===== src/rtl/scan_drv_pkg.sv =====
// scan_drv_pkg: shared FSM state encoding, MISR feedback polynomial and saturating counter helper.
package scan_drv_pkg;

    typedef enum logic [2:0] {IDLE, SHIFT, CAPTURE, WAIT, FLUSH, DONE} state_e;

    // x^3 + x + 1 in the low bits; wider chains use the low CHAIN_LEN bits
    localparam logic [31:0] MISR_POLY = 32'h0000_000B;

    function automatic logic [31:0] sat_inc(input logic [31:0] v, input logic [31:0] max_v);
        return (v >= max_v) ? v : v + 32'd1;
    endfunction

endpackage


===== src/rtl/scan_drv_misr.sv =====
// scan_drv_misr: multiple-input signature register compacting observed scan-out bits.
module scan_drv_misr
    import scan_drv_pkg::*;
#(
    parameter int W = 3
) (
    input  logic         clk_i,
    input  logic         rst_ni,
    input  logic         clr_i,
    input  logic         en_i,
    input  logic         d_i,
    output logic [W-1:0] sig_o
);

    logic [W-1:0] sig_q;
    logic [W-1:0] poly;

    assign poly  = W'(MISR_POLY);
    assign sig_o = sig_q;

    // Galois-style step with the observed bit folded into bit 0
    always_ff @(posedge clk_i or negedge rst_ni) begin
        if (!rst_ni)
            sig_q <= '0;
        else if (clr_i)
            sig_q <= '0;
        else if (en_i)
            sig_q <= (sig_q << 1) ^ (sig_q[W-1] ? poly : '0) ^ W'(d_i);
    end

endmodule


===== src/rtl/scan_pattern_driver.sv =====
// scan_pattern_driver: streams scan patterns into one DUT chain and checks SO/PO responses.
// Define SCAN_DRV_MISR_EN to build the signature MISR; otherwise signature is tied to 0.
module scan_pattern_driver
    import scan_drv_pkg::*;
#(
    parameter int CHAIN_LEN = 3,
    parameter int PI_W      = 4,
    parameter int PO_W      = 1,
    parameter int CNT_W     = 8
) (
    input  logic                 CK,
    input  logic                 RSTN,
    input  logic                 pat_valid,
    output logic                 pat_ready,
    input  logic                 pat_last,
    input  logic [CHAIN_LEN-1:0] pat_si,
    input  logic [PI_W-1:0]      pat_pi,
    input  logic [PO_W-1:0]      pat_po,
    input  logic [CHAIN_LEN-1:0] pat_so,
    output logic                 dut_se,
    output logic                 dut_si,
    output logic [PI_W-1:0]      dut_pi,
    output logic                 dut_cke,
    input  logic                 dut_so,
    input  logic [PO_W-1:0]      dut_po,
    output logic                 busy,
    output logic                 done,
    output logic                 pass,
    output logic [CNT_W-1:0]     fail_cnt,
    output logic [CHAIN_LEN-1:0] signature
);

    localparam int KW = (CHAIN_LEN > 1) ? $clog2(CHAIN_LEN) : 1;
    localparam logic [KW-1:0] KLAST = KW'(CHAIN_LEN - 1);

    state_e               state_q;
    logic [KW-1:0]        k_q;
    logic [CHAIN_LEN-1:0] si_q;
    logic [CHAIN_LEN-1:0] so_q;
    logic [CHAIN_LEN-1:0] exp_so_q;
    logic [PI_W-1:0]      pi_q;
    logic [PO_W-1:0]      po_q;
    logic                 last_q;
    logic                 exp_vld_q;
    logic                 pass_q;
    logic [CNT_W-1:0]     fail_q;
    logic [CNT_W-1:0]     fail_d;
    logic [KW-1:0]        idx;
    logic                 shifting;
    logic                 so_cmp;
    logic                 mis;
    logic                 accept;
    logic                 k_end;

    // chain position addressed this cycle, MSB travels first
    assign idx      = KLAST - k_q;
    assign k_end    = (k_q == KLAST);
    assign shifting = (state_q == SHIFT) || (state_q == FLUSH);
    assign so_cmp   = ((state_q == SHIFT) && exp_vld_q) || (state_q == FLUSH);
    assign mis      = (so_cmp && (dut_so != exp_so_q[idx])) ||
                      ((state_q == CAPTURE) && (dut_po != po_q));
    assign fail_d   = mis ? CNT_W'(sat_inc(32'(fail_q), 32'({CNT_W{1'b1}}))) : fail_q;
    assign accept   = pat_valid && pat_ready;

    assign pat_ready = RSTN && ((state_q == IDLE) || (state_q == WAIT) ||
                                ((state_q == CAPTURE) && !last_q));
    assign dut_se    = shifting;
    assign dut_si    = (state_q == SHIFT) && si_q[idx];
    assign dut_cke   = shifting || (state_q == CAPTURE);
    assign dut_pi    = dut_cke ? pi_q : '0;
    assign busy      = (state_q != IDLE) && (state_q != DONE);
    assign done      = (state_q == DONE);
    assign pass      = pass_q;
    assign fail_cnt  = fail_q;

    // test sequencer: record intake, shift/capture/flush phases and mismatch accounting
    always_ff @(posedge CK or negedge RSTN) begin
        if (!RSTN) begin
            state_q   <= IDLE;
            k_q       <= '0;
            si_q      <= '0;
            so_q      <= '0;
            exp_so_q  <= '0;
            pi_q      <= '0;
            po_q      <= '0;
            last_q    <= 1'b0;
            exp_vld_q <= 1'b0;
            pass_q    <= 1'b0;
            fail_q    <= '0;
        end else begin
            if (accept)
                {si_q, pi_q, po_q, so_q, last_q} <= {pat_si, pat_pi, pat_po, pat_so, pat_last};
            case (state_q)
                IDLE: begin
                    k_q <= '0;
                    if (accept) begin
                        fail_q    <= '0;
                        exp_vld_q <= 1'b0;
                        pass_q    <= 1'b0;
                        state_q   <= SHIFT;
                    end
                end
                SHIFT: begin
                    fail_q <= fail_d;
                    k_q    <= k_end ? '0 : k_q + 1'b1;
                    if (k_end)
                        state_q <= CAPTURE;
                end
                CAPTURE: begin
                    fail_q    <= fail_d;
                    exp_so_q  <= so_q;
                    exp_vld_q <= 1'b1;
                    state_q   <= last_q ? FLUSH : (accept ? SHIFT : WAIT);
                end
                WAIT: begin
                    if (accept)
                        state_q <= SHIFT;
                end
                FLUSH: begin
                    fail_q <= fail_d;
                    k_q    <= k_end ? '0 : k_q + 1'b1;
                    if (k_end) begin
                        pass_q  <= (fail_d == '0);
                        state_q <= DONE;
                    end
                end
                default: state_q <= IDLE;
            endcase
        end
    end

`ifdef SCAN_DRV_MISR_EN
    scan_drv_misr #(.W(CHAIN_LEN)) u_misr (
        .clk_i  (CK),
        .rst_ni (RSTN),
        .clr_i  ((state_q == IDLE) && accept),
        .en_i   (so_cmp),
        .d_i    (dut_so),
        .sig_o  (signature)
    );
`else
    assign signature = '0;
`endif

endmodule


===== config.mk =====
export PLATFORM = sky130hd
export DESIGN_NAME = scan_pattern_driver
export DESIGN_NICKNAME = d
export VERILOG_FILES = /design/src/rtl/scan_drv_pkg.sv /design/src/rtl/scan_drv_misr.sv /design/src/rtl/scan_pattern_driver.sv
export SDC_FILE = /design/constraint.sdc
export NUM_CORES = 1
export LEC_CHECK = 0
export BUFFER_PORTS_ARGS = -buffer_cell sky130_fd_sc_hd__buf_2
export CORE_AREA = 3 3 77 79
export CTS_BUF_LIST = sky130_fd_sc_hd__clkbuf_8
export DETAILED_ROUTE_END_ITERATION = 10
export DIE_AREA = 0 0 80 82
export GPL_TIMING_DRIVEN = 0
export SLEW_MARGIN = 10
export SYNTH_ARGS = -nofsm -noshare
export SYNTH_HDL_FRONTEND = slang
export SYNTH_SLANG_ARGS = --single-unit

===== constraint.sdc =====
create_clock -name CK -period 3.1 [get_ports CK]
set_clock_uncertainty 0.15 [all_clocks]
set_input_delay 0.31 -clock CK [delete_from_list [all_inputs] [get_ports CK]]
set_output_delay 0.31 -clock CK [all_outputs]
set_load 0.005 [all_outputs]

After elaboration in Yosys (flattened, before gate mapping)
Cells that the tools add are included.
W data, S select, Z words.
{"block": "totals", "register_bits": 30, "out_inout_bits": 22, "elab_cells": 79, "inputBits": 17}
{"block": "classes", "reduce_logical": 29, "addsub": 3, "eq_ne": 13, "n_lt_le_gt_ge": 2, "muxes": 21}
{"op": "$mux W8", "count": 3}
{"op": "$pmux W8 S2", "count": 1}
{"op": "$mux W3", "count": 4}
{"op": "$pmux W3 S4", "count": 1}
{"op": "$add A8 B1 Y8 const B", "count": 1}
{"op": "$ge A8 B8 Y1 const B", "count": 1}
{"op": "$logic_and A1 B1 Y1", "count": 8}
{"op": "$logic_not A8 Y1", "count": 1}
{"op": "$reduce_bool A2 Y1", "count": 4}
{"op": "$eq A3 B2 Y1 const B", "count": 2}
{"op": "$eq A3 B3 Y1 const B", "count": 2}
{"op": "$logic_or A1 B1 Y1", "count": 6}
{"op": "$ne A2 B2 Y1 const B", "count": 3}
{"op": "$reduce_and A3 Y1", "count": 2}
{"op": "$bmux W1 S2", "count": 2}
{"op": "$mux W1", "count": 4}
{"op": "$mux W2", "count": 2}
{"op": "$mux W4", "count": 1}
{"op": "$pmux W1 S2", "count": 2}
{"op": "$pmux W2 S2", "count": 1}
{"op": "$reduce_and A2 Y1", "count": 2}
{"op": "$reduce_or A2 Y1", "count": 2}
{"op": "$eq A3 B1 Y1 const B", "count": 1}
{"op": "$logic_not A3 Y1", "count": 1}
{"op": "other kinds (10)", "count": 11}

Longest topological paths before layout
{"block": "depth", "depth_word": 10, "depth_mapped": 9, "depth_no_buf": 8}

Worst setup path after synthesis
No wires, ideal clock.
{"block": "synth_path", "path_type": "register -> register", "from": "register k_q[0]", "to": "register fail_q[0] (netlist: fail_cnt[0])", "path_buffers": 1, "t_required_ns": 2.825, "stages_incl_launch_ff": 10, "path_slack_ns": 0.529, "setup_ns": 0.125, "arrival_time_ns": 2.296, "synth_period_minus_slack_ns": 2.571, "cell_sequence": "dfrtp_1 -> inv_1 -> ha_1 -> mux2_4 -> o211a_1 -> o31ai_2 -> buf_6 -> and2_4 -> o21ai_1 -> mux2_2"}
{"block": "synth_via", "elab_chain_len": 8}
{"element": "start: declaration", "line_no": "scan_pattern_driver.sv:37", "source": "logic [KW-1:0] k_q;"}
{"element": "start signal: assignment", "line_no": "scan_pattern_driver.sv:105", "source": "k_q <= k_end ? '0 : k_q + 1'b1;"}
{"element": "start signal: assignment", "line_no": "scan_pattern_driver.sv:121", "source": "k_q <= k_end ? '0 : k_q + 1'b1;"}
{"element": "$sub A2 B2 Y2", "line_no": "scan_pattern_driver.sv:56", "source": "assign idx = KLAST - k_q;"}
{"element": "$bmux W1 S2", "line_no": "scan_pattern_driver.sv:60", "source": "assign mis = (so_cmp && (dut_so != exp_so_q[idx])) ||"}
{"element": "$mux W1 (implied by the code)", "line_no": "scan_pattern_driver.sv:60"}
{"element": "$ne A1 B1 Y1", "line_no": "scan_pattern_driver.sv:60"}
{"element": "$logic_and A1 B1 Y1", "line_no": "scan_pattern_driver.sv:60"}
{"element": "$logic_or A1 B1 Y1", "line_no": "scan_pattern_driver.sv:60"}
{"element": "$mux W8", "line_no": "scan_pattern_driver.sv:62", "source": "assign fail_d = mis ? CNT_W'(sat_inc(32'(fail_q), 32'({CNT_W{1'b1}}))) : fail_q;"}
{"element": "$pmux W8 S2", "line_no": "scan_pattern_driver.sv:93", "source": "case (state_q)"}
{"element": "end signal: assignment", "line_no": "scan_pattern_driver.sv:104", "source": "fail_q <= fail_d;"}
{"element": "end signal: assignment", "line_no": "scan_pattern_driver.sv:110", "source": "fail_q <= fail_d;"}
{"element": "end signal: assignment", "line_no": "scan_pattern_driver.sv:120", "source": "fail_q <= fail_d;"}
{"element": "end: declaration", "line_no": "scan_pattern_driver.sv:46", "source": "logic [CNT_W-1:0] fail_q;"}
Every way passes these cells. The select of a mux whose other input is x is not followed.
A chain may end at the register's enable or synchronous reset.

Final worst setup path
Same ends and word-level chain as after synthesis.

==> metrics.md <==
| Metric | Value |
|---|---|
| Site Rows | 27 |
| Final WS setup | 0.225 ns |
| Syn-to-layout area delta | 20.9% |
| Commonest non-fill, non-tap cell in the layout | buf_2 |
| Final WL | 3990 µm |
| CP required | 3.12 ns |
| Clock tree buffer depth | 2 |
| Placed insts | 287 |
| Period minus WS final | 2.88 ns |
| CP top delay family | compound AO/OA/AOI/OAI gates |
| CTS Sinks | 30 |
| Max-slew violations | 0 |
| Post-Synthesis Cells | 178 |
| Cell Area, Placed | 2100 µm² |
| Post-DP HPWL | 2860 µm |
| Unique masters post-synth | 55 |
| Startpoint types | flip-flop |
| Result of the run | complete, no violations |
| Post-CTS setup buffer count | 0 |
| Worst-Skew Late Latency | 0.29 ns |
| Layout cells sized above 1 | 37.5% |
| Crit path buf inv count | 2 |
| Height of the chip | 82 µm |
| Crit path kind | reg2reg |
| Power Density | 888 nW/µm² |
| Vias per std cell | 5.00 |
| Syn_area_per_cell | 10.3 µm² |
| Crit share post-route | 92.8% |
| Initial antenna violation count | 0 |
| Pre-CTS WS | 0.0674 ns |
| FMAX | 348 MHz |
| Number of synthesized flops with an enable pin | 0 |
| Utilization after layout | 40.9% |
| Critical Path Stages | 9 |
| Final Non-Filler Cells | 296 |
| Worst-path clk slew | 0.06 ns |
| Slew HR | 48.7% |
| CTS buffer count | 5 |
| Overall power | 1.96 mW |
| Largest net degree at the start of global routing | 31 |
| Maximum VDD drop | 0.401 mV |
| Routed vias | 1,481 |
| Die area | 6560 µm² |
| Total number of yosys warnings | 0 |
| H-tree level count | 2 |
| Worst reg-to-reg setup slack | 0.22 ns |
| DRC Markers | 0 |
| Total iterations of the first detailed-routing run | 4 |
| WP data arrival | 2.90 ns |
| Port Buffers | 35 |
| WHS Path Cells | 2 |
| Iter 0 DRT Violations | 61 |
| Slew @ Worst Pin | 0.768 ns |
| Leakage | 1.04 nW |
| Setup TNS | 0 ns |
| First-pass GRT wire length | 6800 µm |
| FF/Latch Area | 751 µm² |
| CP max-delay cell | dfrtp_1 |
| CTS tree | done |
| CP peak stage delay | 0.45 ns |
| Sequential area share after synthesis | 41.1% |
| Starting Density | 33.8% |
| Synthesized area | 1830 µm² |
| CORE AREA | 5410 µm² |
| Most frequent cells in the layout | 38 x buf_2, 30 x dfrtp_1, 17 x mux2_2 |
| Gpl congestion | 0.844 |
| RSZ-0062 raised after global routing | no |
| I/O pins | 39 |
| Synth Register Bits | 30 |
| Post-synth top flop | dfrtp_1 |
| # Max-Cap Violations | 0 |
| Reg2Reg Depth | 9 |
| Min-delay worst type | in2reg |
| Post-route ant nets | 0 |
| Final net count | 245 |
| Setup violators final | 0 |
| Diode count | 0 |
| Overall die width | 80 µm |
| Cell area after layout | 2210 µm² |
| Setup crit end kind | flip-flop |
| Crit-path cells | inv_1, ha_1, mux2_4, o211a_1, o31ai_2, buf_6, and2_4, o21ai_1, mux2_2 |
| Ys async rst share | 100% |
| Area of the multi-input gates | 965 µm² |
| Drt wl/cell | 13.5 µm |
| Worst hold margin | 0.0983 ns |
| Root Buffer | clkbuf_8 |
| Final hold viol count | 0 |
| GR Overflow Total | 0 |
| Fillcell total | 556 |
| Worst Path Max Fanout | 10 |
| All-Layer GR Usage | 13.6% |
| Vias in the first global route | 1,462 |
sequential cells by signal, indices dropped and copies added, names as in the netlist:
signal	flops
exp_vld_q	1
so_q	3
pi_q	4
k_q	2
last_q	1
exp_so_q	3
fail_cnt	8
po_q	1
pass	1
si_q	3
state_q	3
cells by family after synthesis:
logic type / share of synthesized area, %
AO/OA/AOI/OAI: 18.8
buffers and inverters: 6.51
adder cells (fa/ha/maj): 3.29
multiplexers: 12.9
XOR/XNOR: 1.44
other: 0.205
flip-flops: 41.1
AND/OR/NAND/NOR: 15.8
per-layer routing:
metal  global-route usage, %  part of all wire (%)  vias to the layer above
met4                    8.28                   2.5                        0
met2                    21.6                    47                       42
li1                        -                     -                      736
met1                    16.4                    44                      691
met3                    3.62                   5.9                       12
met5                       0                     0                        -
path summary, 6_finish.rpt:
check | from | to
max reg2reg | k_q[0]$_DFFE_PN0P_ | fail_cnt[0]$_DFFE_PN0P_
max in group asynchronous | RSTN | pi_q[0]$_DFFE_PN0P_
min | pat_so[1] | so_q[1]$_DFFE_PN0P_
min reg2reg | pi_q[3]$_DFFE_PN0P_ | pi_q[3]$_DFFE_PN0P_
min in group asynchronous | RSTN | fail_cnt[4]$_DFFE_PN0P_
max | k_q[0]$_DFFE_PN0P_ | fail_cnt[0]$_DFFE_PN0P_
area by class of cell:
type,instances,area share [%]
Sequential cell,30,34.0
Clock inverter,2,0.453
Buffer,12,4.36
Timing Repair Buffer,37,9.29
Inverter,6,1.02
Clock buffer,5,3.12
Tap cell,72,4.08
Multi-Input combinational cell,132,43.7
cell usage after synthesis (all sizes together), types with 2 or more instances:
cell type,number,area share (%)
a211oi,3,1.8
a21boi,3,1.2
a21oi,12,3.3
a31oi,5,1.7
and2,6,2.3
and3,3,1.2
buf,10,4.3
clkbuf,2,0.96
dfrtp,30,41
ha,4,2.7
inv,6,1.2
mux2,18,11
mux2i,3,1.6
nand2,12,2.5
nand2b,4,1.4
nand3,6,1.9
nand4,2,0.68
nor2,12,2.5
nor3,3,0.82
nor3b,2,0.82
o211a,2,1.1
o21ai,6,1.6
o31ai,3,1.5
xnor2,2,0.96
where the power goes:
group	internal [mW]	leakage, nW	switching [mW]	total, mW
clock network	0.150	0.0438	0.150	0.300
registers	0.544	0.372	0.0931	0.637
logic	0.514	0.623	0.510	1.02
total	1.21	1.04	0.753	1.96
what timing repair did:
action	in CTS	in global routing
hold buffers	2	0
resized for setup	0	0
endpoints found under the hold margin	30	0
Power figures use the tool's default switching activity.
